<file path="src/rtl/bomb_pkg.sv">
// Shared types and defaults for the bomb-defusal game controller.
package bomb_pkg;

  typedef enum logic [2:0] {
    ST_IDLE      = 3'd0,
    ST_ARMED     = 3'd1,
    ST_COUNTING  = 3'd2,
    ST_DEFUSED   = 3'd3,
    ST_EXPLODED  = 3'd4
  } game_state_t;

  typedef logic [3:0] bcd_t;

  localparam logic [11:0] START_TIME_DEF  = 12'h300;
  localparam int          MAX_STRIKES_DEF = 3;
  localparam int          TICK_DIV_DEF    = 50_000_000;

endpackage

</file>
<file path="src/rtl/bomb_game_ctrl_if.sv">
// Keypad/code-checker and countdown/display signals of the game controller.
interface bomb_game_ctrl_if;
  import bomb_pkg::*;

  logic             start_btn;
  logic             code_valid;
  logic             code_ok;
  logic             cnt_zero;
  logic             cnt_load;
  bcd_t [2:0]       cnt_init;
  logic             cnt_run;
  logic             sec_tick;
  logic [1:0]       strikes;
  logic [2:0]       state_o;
  logic             defused;
  logic             exploded;

  modport master (
    output start_btn, code_valid, code_ok, cnt_zero,
    input  cnt_load, cnt_init, cnt_run, sec_tick, strikes, state_o, defused, exploded
  );

  modport slave (
    input  start_btn, code_valid, code_ok, cnt_zero,
    output cnt_load, cnt_init, cnt_run, sec_tick, strikes, state_o, defused, exploded
  );

endinterface

</file>
<file path="src/rtl/bomb_game_ctrl_tick_gen.sv">
// Prescaler that emits a registered one-cycle tick every TICK_DIV enabled cycles.
module tick_gen #(
  parameter int TICK_DIV = 4
) (
  input  logic clk,
  input  logic reset,
  input  logic en,
  input  logic clr,
  output logic tick
);

  localparam int            CW   = (TICK_DIV > 1) ? $clog2(TICK_DIV) : 1;
  localparam logic [CW-1:0] LAST = CW'(TICK_DIV - 1);
  localparam logic [CW-1:0] ONE  = CW'(1);

  logic [CW-1:0] count_q, count_d;
  logic          tick_q, tick_d;

  // Next prescaler value; clear wins over enable so no tick leaks past an exit.
  always_comb begin
    count_d = count_q;
    tick_d  = 1'b0;
    if (clr) begin
      count_d = {CW{1'b0}};
    end else if (en) begin
      if (count_q == LAST) begin
        count_d = {CW{1'b0}};
        tick_d  = 1'b1;
      end else begin
        count_d = count_q + ONE;
      end
    end else begin
      count_d = count_q;
    end
  end

  // Prescaler and tick registers.
  always_ff @(posedge clk) begin
    if (reset) begin
      count_q <= {CW{1'b0}};
      tick_q  <= 1'b0;
    end else begin
      count_q <= count_d;
      tick_q  <= tick_d;
    end
  end

  assign tick = tick_q;

endmodule

</file>
<file path="src/rtl/bomb_game_ctrl.sv">
// Game controller: start/arm sequencing, strike counting and DEFUSED/EXPLODED outcome.
module bomb_game_ctrl
  import bomb_pkg::*;
#(
  parameter int          TICK_DIV    = TICK_DIV_DEF,
  parameter logic [11:0] START_TIME  = START_TIME_DEF,
  parameter int          MAX_STRIKES = MAX_STRIKES_DEF
) (
  input  logic             clk,
  input  logic             reset,
  bomb_game_ctrl_if.slave  bus
);

  localparam logic [1:0] STRIKE_LIMIT = 2'(MAX_STRIKES);
  localparam logic [1:0] LAST_STRIKE  = 2'(MAX_STRIKES - 1);

  game_state_t state_q, state_d;
  logic [1:0]  strikes_q, strikes_d;
  logic        cnt_load_q, cnt_load_d;
  logic        cnt_run_q, cnt_run_d;
  logic        tick_en;
  logic        tick_clr;
  logic        tick;

  // State and registered-output flops.
  always_ff @(posedge clk) begin
    if (reset) begin
      state_q    <= ST_IDLE;
      strikes_q  <= 2'd0;
      cnt_load_q <= 1'b0;
      cnt_run_q  <= 1'b0;
    end else begin
      state_q    <= state_d;
      strikes_q  <= strikes_d;
      cnt_load_q <= cnt_load_d;
      cnt_run_q  <= cnt_run_d;
    end
  end

  // Next-state and strike logic; timeout outranks any code result.
  always_comb begin
    state_d   = state_q;
    strikes_d = strikes_q;
    case (state_q)
      ST_IDLE: begin
        if (bus.start_btn) begin
          state_d   = ST_ARMED;
          strikes_d = 2'd0;
        end else begin
          state_d   = ST_IDLE;
        end
      end
      ST_ARMED: begin
        state_d = ST_COUNTING;
      end
      ST_COUNTING: begin
        if (bus.cnt_zero) begin
          state_d = ST_EXPLODED;
        end else if (bus.code_valid && !bus.code_ok) begin
          if (strikes_q < STRIKE_LIMIT) begin
            strikes_d = strikes_q + 2'd1;
          end else begin
            strikes_d = strikes_q;
          end
          if (strikes_q == LAST_STRIKE) begin
            state_d = ST_EXPLODED;
          end else begin
            state_d = ST_COUNTING;
          end
        end else if (bus.code_valid) begin
          state_d = ST_DEFUSED;
        end else begin
          state_d = ST_COUNTING;
        end
      end
      ST_DEFUSED, ST_EXPLODED: begin
        if (bus.start_btn) begin
          state_d = ST_IDLE;
        end else begin
          state_d = state_q;
        end
      end
      default: begin
        state_d = ST_IDLE;
      end
    endcase
  end

  // Output decode; cnt_run/cnt_load look ahead one state so they arrive registered.
  always_comb begin
    cnt_load_d   = (state_q == ST_IDLE) && bus.start_btn;
    cnt_run_d    = (state_d == ST_COUNTING);
    tick_en      = (state_q == ST_COUNTING);
    tick_clr     = (state_d != ST_COUNTING);
    bus.cnt_load = cnt_load_q;
    bus.cnt_run  = cnt_run_q;
    bus.sec_tick = tick;
    bus.strikes  = strikes_q;
    bus.state_o  = state_q;
    bus.defused  = (state_q == ST_DEFUSED);
    bus.exploded = (state_q == ST_EXPLODED);
    bus.cnt_init = START_TIME;
  end

  tick_gen #(
    .TICK_DIV (TICK_DIV)
  ) u_tick_gen (
    .clk   (clk),
    .reset (reset),
    .en    (tick_en),
    .clr   (tick_clr),
    .tick  (tick)
  );

endmodule
</file>
<file path="src/flat_wrapper.sv">
// flat-port wrapper written by rule: the top's interface ports become plain ports
module bomb_game_ctrl_flat import bomb_pkg::*;
#(
  parameter int          TICK_DIV    = TICK_DIV_DEF,
  parameter logic [11:0] START_TIME  = START_TIME_DEF,
  parameter int          MAX_STRIKES = MAX_STRIKES_DEF
)
  (clk, reset, bus_start_btn, bus_code_valid, bus_code_ok, bus_cnt_zero, bus_cnt_load, bus_cnt_init, bus_cnt_run, bus_sec_tick, bus_strikes, bus_state_o, bus_defused, bus_exploded);
  bomb_game_ctrl_if bus_i ();
  input  logic clk;
  input  logic reset;
  input wire logic [$bits(bus_i.start_btn)-1:0] bus_start_btn;
  input wire logic [$bits(bus_i.code_valid)-1:0] bus_code_valid;
  input wire logic [$bits(bus_i.code_ok)-1:0] bus_code_ok;
  input wire logic [$bits(bus_i.cnt_zero)-1:0] bus_cnt_zero;
  output wire logic [$bits(bus_i.cnt_load)-1:0] bus_cnt_load;
  output wire logic [$bits(bus_i.cnt_init)-1:0] bus_cnt_init;
  output wire logic [$bits(bus_i.cnt_run)-1:0] bus_cnt_run;
  output wire logic [$bits(bus_i.sec_tick)-1:0] bus_sec_tick;
  output wire logic [$bits(bus_i.strikes)-1:0] bus_strikes;
  output wire logic [$bits(bus_i.state_o)-1:0] bus_state_o;
  output wire logic [$bits(bus_i.defused)-1:0] bus_defused;
  output wire logic [$bits(bus_i.exploded)-1:0] bus_exploded;
  assign bus_i.start_btn = bus_start_btn;
  assign bus_i.code_valid = bus_code_valid;
  assign bus_i.code_ok = bus_code_ok;
  assign bus_i.cnt_zero = bus_cnt_zero;
  assign bus_cnt_load = bus_i.cnt_load;
  assign bus_cnt_init = bus_i.cnt_init;
  assign bus_cnt_run = bus_i.cnt_run;
  assign bus_sec_tick = bus_i.sec_tick;
  assign bus_strikes = bus_i.strikes;
  assign bus_state_o = bus_i.state_o;
  assign bus_defused = bus_i.defused;
  assign bus_exploded = bus_i.exploded;
  bomb_game_ctrl #(.TICK_DIV(TICK_DIV), .START_TIME(START_TIME), .MAX_STRIKES(MAX_STRIKES)) u_core (.clk(clk), .reset(reset), .bus(bus_i));
endmodule
</file>
<file path="config.mk">
export PLATFORM = sky130hd
export DESIGN_NAME = bomb_game_ctrl_flat
export DESIGN_NICKNAME = d
export VERILOG_FILES = /design/src/rtl/bomb_pkg.sv /design/src/rtl/bomb_game_ctrl_if.sv /design/src/rtl/bomb_game_ctrl_tick_gen.sv /design/src/rtl/bomb_game_ctrl.sv /design/src/flat_wrapper.sv
export SDC_FILE = /design/constraint.sdc
export NUM_CORES = 1
export LEC_CHECK = 0
export CORE_MARGIN = 1
export CORE_UTILIZATION = 55
export DETAILED_ROUTE_END_ITERATION = 10
export PLACE_DENSITY_LB_ADDON = 0.12
export SETUP_SLACK_MARGIN = 0.3
export SYNTH_ARGS = -nofsm -noshare
export SYNTH_HDL_FRONTEND = slang
export SYNTH_SLANG_ARGS = --single-unit
</file>
<file path="constraint.sdc">
create_clock -name clk -period 5 [get_ports clk]
set_clock_uncertainty 0.1 [all_clocks]
set_input_delay 0.5 -clock clk [delete_from_list [all_inputs] [get_ports clk]]
set_output_delay 0.5 -clock clk [all_outputs]
set_load 0.02 [all_outputs]
</file>
=== Word-level counts from Yosys, hierarchy flattened ===
Index checks and enable logic that the tools add are counted.

* Equal/unequal tests: 12
* Reductions and logical operators: 9
* Bitwise logic cells: 1
* Multiplexer cells: 14
* Magnitude comparators: 1
* Add/subtract/negate cells: 2

{| class="wikitable"
|+ Operator list
! cell !! count
|-
| $add A26 B1 Y26 const B || 1
|-
| $eq A26 B26 Y1 const B || 1
|-
| $mux W26 || 1
|-
| $mux W3 || 4
|-
| $pmux W3 S4 || 1
|-
| $eq A3 B2 Y1 const B || 3
|-
| $mux W2 || 4
|-
| $ne A2 B2 Y1 const B || 4
|-
| $reduce_and A5 Y1 || 1
|-
| $pmux W2 S2 || 1
|-
| $reduce_or A2 Y1 || 2
|-
| $eq A3 B1 Y1 const B || 1
|-
| $eq A3 B3 Y1 const B || 1
|-
| $logic_not A3 Y1 || 1
|-
| $mux W1 || 3
|-
| $ne A3 B2 Y1 const B || 1
|-
| $reduce_or A3 Y1 || 1
|-
| $add A2 B1 Y2 const B || 1
|-
| $eq A2 B2 Y1 const B || 1
|-
| $logic_and A1 B1 Y1 || 2
|-
| $lt A2 B2 Y1 const B || 1
|-
| $reduce_bool A2 Y1 || 1
|-
| $logic_not A1 Y1 || 1
|-
| $not A1 Y1 || 1
|}

* Output and inout port bits: 22
* Input bits: 6
* Logic and storage cells: 45
* Register bits after elaboration: 34

=== Depth between registers and ports, before layout ===
Gate-level depths: netlist of run 1.

* Depth after elaboration: 7
* Mapped depth: 10
* Mapped depth without buffers: 7

=== Cells and area by module ===
A second synthesis of run 1 with hierarchy kept.

* Cell total of the unflattened synthesis: 222
* Area, all modules: 1849.3 um2

{| class="wikitable"
|+ Modules (own cells, without submodules)
! module !! area an instance (um2) !! instances !! cells each !! seq. area each (um2)
|-
| tick_gen || 1340.0 || 1 || 160 || 540.5
|-
| bomb_game_ctrl || 509.2 || 1 || 62 || 140.1
|}

=== Worst setup path before layout of run 1 ===
OpenSTA, ideal clock, no wires.

* Path type: register -> register
* From: register u_core.state_q[1], in the netlist u_core.bus.state_o[1]
* To: register u_core.u_tick_gen.count_q[11]
* Path slack: 2.787 ns
* Required time: 4.836 ns
* Arrival: 2.049 ns
* Cell stages (with the launch flop): 9
* Setup time: 0.064 ns
* Buffers on the path: 3
* Period minus slack after synthesis: 2.213 ns
* Cells stage by stage: dfxtp_1 > nor3b_4 > a32oi_1 > or4_1 > buf_6 > a21o_1 > buf_6 > buf_8 > nor2_1

* Longest elaborated chain between the ends: 5
* Elaborated cells on any way between the ends: 10
* Those cells by class: eq/ne: 5; mux: 2; reduce/logical: 3

{| class="wikitable"
|+ RTL lines
! what !! line !! RTL
|-
| start: declaration || bomb_game_ctrl.sv:17 || <nowiki>game_state_t state_q, state_d;</nowiki>
|-
| start signal: assignment || bomb_game_ctrl.sv:33 || <nowiki>state_q <= state_d;</nowiki>
|-
| $eq A3 B2 Y1 or $eq A3 B3 Y1 (tied branches) || bomb_game_ctrl.sv:44 || <nowiki>case (state_q)</nowiki>
|-
| $reduce_or A2 Y1 || bomb_game_ctrl.sv:44 ||
|-
| $pmux W3 S4 || bomb_game_ctrl.sv:44 ||
|-
| $ne A3 B2 Y1 || bomb_game_ctrl.sv:94 || <nowiki>tick_clr = (state_d != ST_COUNTING);</nowiki>
|-
| $reduce_or A2 Y1 (no line) || n/a ||
|-
| end signal: assignment || bomb_game_ctrl_tick_gen.sv:40 || <nowiki>count_q <= {CW{1'b0}};</nowiki>
|-
| end signal: assignment || bomb_game_ctrl_tick_gen.sv:43 || <nowiki>count_q <= count_d;</nowiki>
|-
| end: declaration || bomb_game_ctrl_tick_gen.sv:16 || <nowiki>logic [CW-1:0] count_q, count_d;</nowiki>
|}

Parallel ways exist; a longest one is shown, timed or not.
A chain may end at the register's enable or synchronous reset.

=== Worst setup path in the final report of run 1 ===
* From: input port bus_start_btn
* To: register u_core.u_tick_gen.count_q[15]

* Longest elaborated chain between the ends: 4
* Elaborated cells on any way between the ends: 5
* Those cells by class: eq/ne: 1; mux: 3; reduce/logical: 1

{| class="wikitable"
|+ RTL lines
! what !! line !! RTL
|-
| start: declaration || flat_wrapper.sv:12 || <nowiki>input wire logic [$bits(bus_i.start_btn)-1:0] bus_start_btn;</nowiki>
|-
| $mux W3 or $mux W1 (tied branches) || bomb_game_ctrl.sv:77, bomb_game_ctrl.sv:46 ||
|-
| $pmux W3 S4 (*) || bomb_game_ctrl.sv:44 ||
|-
| $ne A3 B2 Y1 (*) || bomb_game_ctrl.sv:94 ||
|-
| $reduce_or A2 Y1 (no line) (*) || n/a ||
|}

Every way passes the cells marked *; elsewhere a longest branch is shown, timed or not.

==> flow_metrics.py, run 1 <==
metrics = {
    "status": {
        "status": "finished clean",
    },
    "clock_network": {
        "clk_pin_slew_worst_paths_ps": 90,
        "cts-root-buf": "clkbuf_4",
        "cts_hold_buf": 0,
        "worstSkewPairLatency_ps": 340,
        "cts.sinks": 34,
        "cts-resized-gates": 0,
        "cts_max_level": 2,
        "cts_tree": "done",
        "cts_buffers": 5,
        "clk_path_buf_depth": 2,
        "post_cts_buffers": 0,
    },
    "timing": {
        "hold_viol_final": 0,
        "setup_viol": 0,
        "fin_crit_ps": 2560,
        "rsz0062_at_grt": "no",
        "worst_pin_slew_ps": 589,
        "max_freq_mhz": 391,
        "setup_tns_ps": 0,
        "drv_slew": 0,
        "slew_headroom_pct": 60.4,
        "period_share_pct": 51.1,
    },
    "detailed_routing": {
        "routed-via-count": 1451,
        "first_iter_violations": 75,
        "drt_wl_total_um": 3410,
        "route.detailed.drc": 0,
        "drt-pass1-iter-count": 4,
        "wl_per_cell_um": 12.8,
        "ant_nets": 0,
        "drt-vias-per-instance": 5.45,
    },
    "setup_path": {
        "critPathKind": "in2reg",
        "path_cells": "clkdlybuf4s50_1 > or3b_2 > a21oi_1 > or4_1 > a21o_1 > nor2_1",
        "path_delay_family": "simple AND/OR/NAND/NOR gates",
        "crit_required_ps": 5100,
        "slowest_delay_ps": 540,
        "crit_buf_inv": 1,
        "cp_max_fo": 19,
        "crit_path_start_kind": "primary input",
        "critPathArrivalTime_ps": 2660,
        "end_kind": "flop",
        "crit_path_top_delay_cell": "clkdlybuf4s50_1",
    },
    "layout": {
        "n_antenna_cell": 0,
        "fin_util_pct": 62.7,
        "fin_cells": 266,
        "drive_gt1_share_pct": 5.86,
        "design_area_um2": 1920,
        "fin_nets": 232,
        "area_growth_pct": 8.89,
    },
    "synth": {
        "netlist_area_um2": 1760,
        "synth_top_cell_area_share_pct": 38.7,
        "ys_ff_latch": 34,
        "synth.most_common_cell": "nor2_1",
        "synth_common_cells": "nor2_1, dfxtp_1, xor2_1",
        "ys.warnings.count": 0,
        "ys.flop_type": "dfxtp_1",
        "synth.avg_cell_area_um2": 8.46,
        "synth_top_family_by_area": "simple AND/OR/NAND/NOR gates",
        "synth_xor_xnor_area_share_pct": 10.5,
        "synth_compound_area_share_pct": 6.76,
        "synth_fa_ha_area_share_pct": 2.13,
        "synth_area_leaders": "dfxtp_1, xor2_1, nor2_1",
        "synth_cells": 208,
        "yosysSeqAreaShare_pct": 38.7,
        "synth_edf_count": 0,
        "synth_top_area_cell": "dfxtp_1",
        "synth_mux_area_share_pct": 0,
        "synth_cell_types": 39,
        "postSynth.asyncResetShare_pct": 0,
        "synth_simple_gate_area_share_pct": 32.0,
    },
    "die": {
        "io_pins": 28,
        "fp.coreArea_um2": 3050,
        "fp.dieH_um": 58.6,
        "dieArea_um2": 3430,
        "rows": 20,
        "start_util_pct": 57.6,
        "fp.dieW_um": 58.6,
    },
    "worst_hold_path": {
        "hp-class": "reg2reg",
    },
    "power_and_ir_drop": {
        "powerDensity_nw_per_um2": 243,
        "power.total_mw": 0.465,
        "p_leak_nw": 0.644,
        "vdd_drop_max_v": 0.000151,
    },
    "place": {
        "portBuffers": 15,
        "dpl_cell_area_um2": 1860,
        "dp.cells": 260,
        "place_hpwl_um": 2450,
        "gp_congestion": 0.810,
    },
    "run": {
        "max-cap-violations": 0,
    },
    "grt": {
        "antenna_found_initial": 0,
        "grt_max_degree": 20,
        "grt_usage_pct": 21.4,
        "grt_pass1_vias": 1313,
        "grt_pass1_wl_um": 5520,
        "grt_overflow": 0,
    },
}
cell families (layout without fill, tap and decap cells):
logic type      Yosys count  count (layout)
simple gates            104             104
flops                    34              34
buf+inv                  25              29
xor+xnor                 21              21
compound gates           19              19
fa+ha+maj                 3               3
other cells               2              12
final cells by class:
class                           count  area (um^2)
Timing Repair Buffer               15          150
Multi-Input combinational cell    159          948
Inverter                            8         30.0
Fill cell                         297         1140
Sequential cell                    34          681
Tap cell                           44         55.1
Clock buffer                        6         51.3
placed cells by master, fill, tap and decap left out, types with 2 or more instances in the layout:
cell type / instances
ha_1: 3
nor3_1: 4
nand3b_1: 3
nand4_1: 15
clkdlybuf4s50_1: 15
clkbuf_4: 5
and3_1: 5
inv_1: 8
xor2_1: 16
or3_1: 3
a21o_1: 2
o21ai_0: 3
a21oi_1: 8
nand3_1: 14
nor2_1: 35
nand2_1: 12
xnor2_1: 5
conb_1: 12
dfxtp_1: 34
nor4_1: 2
layer usage:
metal / track usage (%) / vias to the layer above / share of wire [%]
met1: 24.4 / 693 / 45
li1: - / 721 / -
met5: 0 / - / 0
met4: 7.82 / 0 / 1.6
met2: 37.3 / 32 / 50
met3: 7.25 / 5 / 4.1
worst register-to-register path, stage by stage, from the launching register on:
cell	delay, ps
dfxtp_1	480
nor3b_4	410
a32oi_1	190
or4_1	610
a21o_1	440
nor2_1	220
worst paths after layout:
kind / startpoint / to / slack, ps / cells after the start
worst max-delay path: bus_start_btn / u_core.u_tick_gen.count_q[15] / 2440 / 6
worst min register to register: u_core.u_tick_gen.count_q[1] / u_core.u_tick_gen.count_q[1] / 400 / 2
worst min-delay path: u_core.u_tick_gen.count_q[1] / u_core.u_tick_gen.count_q[1] / 400 / 2
worst max register to register: u_core.bus.state_o[1] / u_core.u_tick_gen.count_q[15] / 2480 / 5
state kept, by name, indices dropped and copies added, names as in the netlist:
signal                     count
u_core.u_tick_gen.count_q     26
u_core.bus.state_o             3
u_core.bus.strikes             2
u_core.bus.cnt_load            1
u_core.bus.cnt_run             1
u_core.u_tick_gen.tick         1
report_power, final:
group	internal [mW]	switching [mW]
combinational	0.0142	0.0252
sequential	0.273	0.00369
clock	0.0633	0.0851
stage by stage:
stage	setup WS [ps]	hold WS, ps
3_3_place_gp	2190	363
6_report	2440	397
2_1_floorplan	2790	352
4_1_cts	2440	403
5_1_grt	2270	447
3_5_place_dp	2080	389
Power figures use the tool's default switching activity.
==> run 2, diff against run 1 <==
CORE_UTILIZATION = 48   (was 55)
clock period = 2.1 ns   (was 5 ns; I/O delays follow)
==> run 2 against run 1 <==
Sequential cell count unchanged. Clock power increased to 2.6 times the previous value. Routed wire length increased by 30%. Global-route usage increased by 1.7 points.
==> flow_metrics.py, run 2 (synthesis gave the netlist of run 1 again) <==
metrics = {
    "status": {
        "status": "finished clean",
    },
    "grt": {
        "grt_pass1_wl_um": 7070,
        "grt_overflow": 0,
        "grt_max_degree": 11,
        "antenna_found_initial": 0,
        "grt_usage_pct": 23.2,
        "grt_pass1_vias": 1594,
    },
    "die": {
        "io_pins": 28,
        "rows": 21,
        "dieArea_um2": 3910,
        "fp.dieW_um": 62.5,
        "start_util_pct": 51.5,
        "fp.dieH_um": 62.5,
        "fp.coreArea_um2": 3420,
    },
    "detailed_routing": {
        "route.detailed.drc": 0,
        "wl_per_cell_um": 14.5,
        "drt-vias-per-instance": 5.32,
        "routed-via-count": 1627,
        "drt_wl_total_um": 4440,
        "ant_nets": 0,
        "first_iter_violations": 71,
        "drt-pass1-iter-count": 4,
    },
    "setup_path": {
        "end_kind": "flop",
        "cp_max_fo": 8,
        "crit_path_start_kind": "flop",
        "path_delay_family": "simple AND/OR/NAND/NOR gates",
        "path_cells": "nor3b_4 > buf_6 > and3_4 > or4_4 > a21o_4 > buf_8 > nor2_4",
        "crit_required_ps": 2290,
        "crit_path_top_delay_cell": "or4_4",
        "critPathKind": "reg2reg",
        "slowest_delay_ps": 530,
        "critPathArrivalTime_ps": 2150,
        "crit_buf_inv": 2,
    },
    "timing": {
        "setup_tns_ps": 0,
        "period_share_pct": 93.5,
        "rsz0062_at_grt": "yes",
        "hold_viol_final": 0,
        "drv_slew": 0,
        "final.setup.worst_slack_ps": 136,
        "max_freq_mhz": 509,
        "setup_viol": 0,
        "fin_crit_ps": 1960,
    },
    "power_and_ir_drop": {
        "power.total_mw": 1.19,
        "powerDensity_nw_per_um2": 485,
        "p_leak_nw": 0.900,
        "vdd_drop_max_v": 0.000429,
    },
    "layout": {
        "fill_cells": 265,
        "area_growth_pct": 39.8,
        "n_antenna_cell": 0,
        "fin_cells": 306,
        "top_register": "u_core.u_tick_gen.count_q",
        "drive_gt1_share_pct": 33.8,
        "fin_nets": 268,
        "final_cell_mix": "dfxtp_1, nor2_1, buf_4",
        "layout_commonest_cell": "dfxtp_1",
        "design_area_um2": 2460,
        "largest_register_ffs": 26,
    },
    "worst_hold_path": {
        "hp-class": "reg2reg",
    },
    "place": {
        "gp_congestion": 0.799,
        "preCtsSetupSlack_ps": -72.4,
        "dp.cells": 278,
        "dpl_cell_area_um2": 2000,
        "place_hpwl_um": 2770,
        "portBuffers": 15,
    },
    "clock_network": {
        "clk_pin_slew_worst_paths_ps": 100,
        "cts.sinks": 34,
        "clk_path_buf_depth": 2,
        "worstSkewPairLatency_ps": 350,
        "cts_hold_buf": 0,
        "cts_max_level": 2,
        "cts-root-buf": "clkbuf_4",
        "cts_tree": "done",
        "cts_buffers": 5,
    },
    "run": {
        "max-cap-violations": 0,
    },
}
[run 2: what timing repair did]
action                     4_1_cts  5_1_grt
cloned                           1        0
buffers inserted                16        3
pin swaps                       24       10
resized for setup               35       31
setup endpoints to repair       29       29
[run 2: layout make-up]
type	count	area [um^2]	area share, %
Multi-Input combinational cell	159	1130	46.1
Sequential cell	34	699	28.4
Timing Repair Buffer	51	478	19.4
Tap cell	46	57.6	2.34
Clock buffer	7	55.1	2.24
Inverter	8	30.0	1.22
Clock inverter	1	5.00	0.203
[run 2: per-layer routing]
layer	up-vias	wire, um	GRT usage (%)
li1	796	-	-
met2	45	2190	38.7
met5	-	0	0
met3	15	155	5.47
met1	771	1980	28.3
met4	0	111	9.88
[run 2: stage by stage]
stage | utilization [%] | hold WS (ps)
2_1_floorplan | - | 172
3_3_place_gp | 58.6 | 366
3_5_place_dp | 58.6 | 382
4_1_cts | 67.6 | 419
5_1_grt | 72.0 | 436
6_report | 72.0 | 407
[run 2: report_power, final]
group | internal (mW) | switching (mW) | total [mW]
combinational | 0.0693 | 0.0834 | 0.153
clock | 0.162 | 0.222 | 0.384
sequential | 0.648 | 0.00768 | 0.656
[run 2: final timing paths]
path | startpoint | to | slack (ps) | cells after the start
worst max-delay path | u_core.bus.state_o[1] | u_core.u_tick_gen.count_q[5] | 140 | 7
worst min-delay path | u_core.u_tick_gen.count_q[1] | u_core.u_tick_gen.count_q[1] | 410 | 2
worst max register to register | u_core.bus.state_o[1] | u_core.u_tick_gen.count_q[5] | 140 | 7
worst min register to register | u_core.u_tick_gen.count_q[1] | u_core.u_tick_gen.count_q[1] | 410 | 2
[run 2: worst register-to-register path, cell delays in order (launching register included)]
cell and delay, ps:
dfxtp_4 370, nor3b_4 160, buf_6 120, and3_4 160, or4_4 530, a21o_4 230, buf_8 150, nor2_4 100
==> run 3, diff against run 2 <==
clock period = 1.71 ns   (was 2.1 ns; I/O delays follow)
==> run 3 against run 2 <==
The run now ends with setup timing left. Global-route usage grew 4.7 points. Count of clock-buffer cells in the layout is the same. First-iteration DRC count grew 41%. Die area is the same. Largest cell class unchanged. Routed wire length grew 20%. Fmax grew 2.0%. Sequential power grew 23%.
==> flow_metrics.py, run 3 (synthesis gave the netlist of run 1 again) <==
metrics = {
    "status": {
        "status": "finished, violations left",
        "violations": "setup timing",
    },
    "layout": {
        "layout_commonest_cell": "buf_4",
        "fin_nets": 290,
        "final_cell_mix": "buf_4, nor2_1, dfxtp_1",
        "fill_cells": 233,
        "drive_gt1_share_pct": 42.0,
        "top_register": "u_core.u_tick_gen.count_q",
        "area_growth_pct": 50.3,
        "n_antenna_cell": 0,
        "largest_register_ffs": 26,
        "multiInputGateArea_um2": 1190,
        "fin_util_pct": 77.4,
        "regArea_um2": 697,
    },
    "detailed_routing": {
        "first_iter_violations": 100,
        "route.detailed.drc": 0,
        "routed-via-count": 1756,
        "drt_wl_total_um": 5340,
        "drt-vias-per-instance": 5.37,
        "ant_nets": 0,
        "wl_per_cell_um": 16.3,
        "drt-pass1-iter-count": 4,
    },
    "power_and_ir_drop": {
        "p_leak_nw": 1.02,
        "powerDensity_nw_per_um2": 542,
        "power.total_mw": 1.43,
        "vdd_drop_max_v": 0.000441,
    },
    "grt": {
        "grt_usage_pct": 27.8,
        "grt_use_met1_pct": 33.6,
        "use_met2_pct": 46.7,
        "busiest_layer": "met2",
        "grt_pass1_vias": 1793,
        "antenna_found_initial": 0,
        "grt_use_met3_pct": 5.47,
        "grt_pass1_wl_um": 8410,
        "grt_max_degree": 20,
        "grt_overflow": 0,
    },
    "setup_path": {
        "critPathArrivalTime_ps": 2110,
        "cp_max_fo": 19,
        "slowest_delay_ps": 450,
        "worstRegToRegCells": 8,
        "path_cells": "inv_2 > ha_2 > nand3b_1 > a32oi_2 > or4_4 > a21o_1 > buf_12 > nor2_1",
        "crit_required_ps": 1890,
        "rr_startpoint": "u_core.bus.strikes[0]",
        "critPathKind": "reg2reg",
        "reg2reg_to": "u_core.u_tick_gen.count_q[24]",
        "rrSetupSlack_ps": -220,
        "crit_path_top_delay_cell": "or4_4",
        "crit_path_start_kind": "flop",
        "end_kind": "flop",
    },
    "die": {
        "fp.dieH_um": 62.5,
        "start_util_pct": 51.5,
        "fp.dieW_um": 62.5,
        "dieArea_um2": 3910,
        "rows": 21,
        "fp.coreArea_um2": 3420,
        "io_pins": 28,
    },
    "worst_hold_path": {
        "hold_start": "reset",
        "hold_depth": 3,
        "hp-class": "in2reg",
        "hold_end": "u_core.bus.strikes[1]",
    },
    "clock_network": {
        "cts_buffers": 5,
        "cts_tree": "done",
        "cts_hold_buf": 0,
        "cts-root-buf": "clkbuf_4",
        "clk_pin_slew_worst_paths_ps": 100,
        "cts.sinks": 34,
        "worstSkewPairLatency_ps": 340,
        "clk_path_buf_depth": 2,
        "cts_max_level": 2,
    },
    "run": {
        "max-cap-violations": 0,
    },
    "timing": {
        "fin_crit_ps": 1930,
        "max_freq_mhz": 519,
        "rsz0062_at_grt": "yes",
        "slew_headroom_pct": 65.6,
        "period_share_pct": 113,
        "worst_pin_slew_ps": 514,
        "setup_viol": 28,
        "drv_slew": 0,
        "final.setup.worst_slack_ps": -216,
        "hold_viol_final": 0,
    },
    "place": {
        "portBuffers": 15,
        "gp_congestion": 0.844,
        "place_hpwl_um": 3160,
    },
}
## run 3: timing repair
item                                    4_1_cts  5_1_grt
hold endpoints to repair                      0        0
pin swaps                                    20        8
resized for setup                            71       25
setup buffers                                 9        4
endpoints found under the setup margin       41       37
## run 3: worst max path at each step
stage / cells past startpoint / startpoint / to
finish: 8 / u_core.bus.strikes[0] / u_core.u_tick_gen.count_q[24]
floorplan: 9 / u_core.bus.state_o[0] / u_core.u_tick_gen.count_q[11]
global route: 8 / u_core.bus.strikes[0] / u_core.u_tick_gen.count_q[25]
CTS: 8 / u_core.bus.strikes[0] / u_core.u_tick_gen.count_q[7]
global placement: 6 / bus_code_valid / u_core.u_tick_gen.tick
detailed placement: 7 / bus_code_valid / u_core.u_tick_gen.count_q[1]
## run 3: metal layers
metal / vias to the layer above / routed length [um]
li1: 839 / -
met1: 852 / 2220
met2: 51 / 2820
met3: 14 / 210
met4: 0 / 87
met5: - / 0
## run 3: final cells by class
cell class                 count  share of cell area [%]
multi-input combinational    159                    44.9
inverter                       8                    1.23
clock buffer                   7                    1.70
tap                           46                    2.18
sequential                    34                    26.4
timing repair buffer          73                    23.7
## run 3: metrics by stage
step	cell area (um^2)	hold slack (ps)	setup WS [ps]	std cells	TNS, ps
floorplan	1830	133	-392	218	-6660
global route	2640	406	-290	327	-6090
finish	2640	402	-216	327	-4550
global placement	2250	366	-360	307	-8350
CTS	2550	391	-189	323	-3570
detailed placement	2250	372	-437	307	-9750
## run 3: power breakdown
part / leakage [nW] / internal, mW / switching (mW) / total, mW
Clock: 0.0254 / 0.155 / 0.267 / 0.422
Sequential: 0.279 / 0.796 / 0.00848 / 0.805
Combinational: 0.720 / 0.0944 / 0.112 / 0.206
## run 3: critical path: cells and delay by family (launching register included)
kind	cells	cell delay, ps
AOI/OAI and AO/OA	2	340
buffers and inverters	2	200
and+or+nand+nor	3	710
DFF	1	340
adders and majority gates	1	170
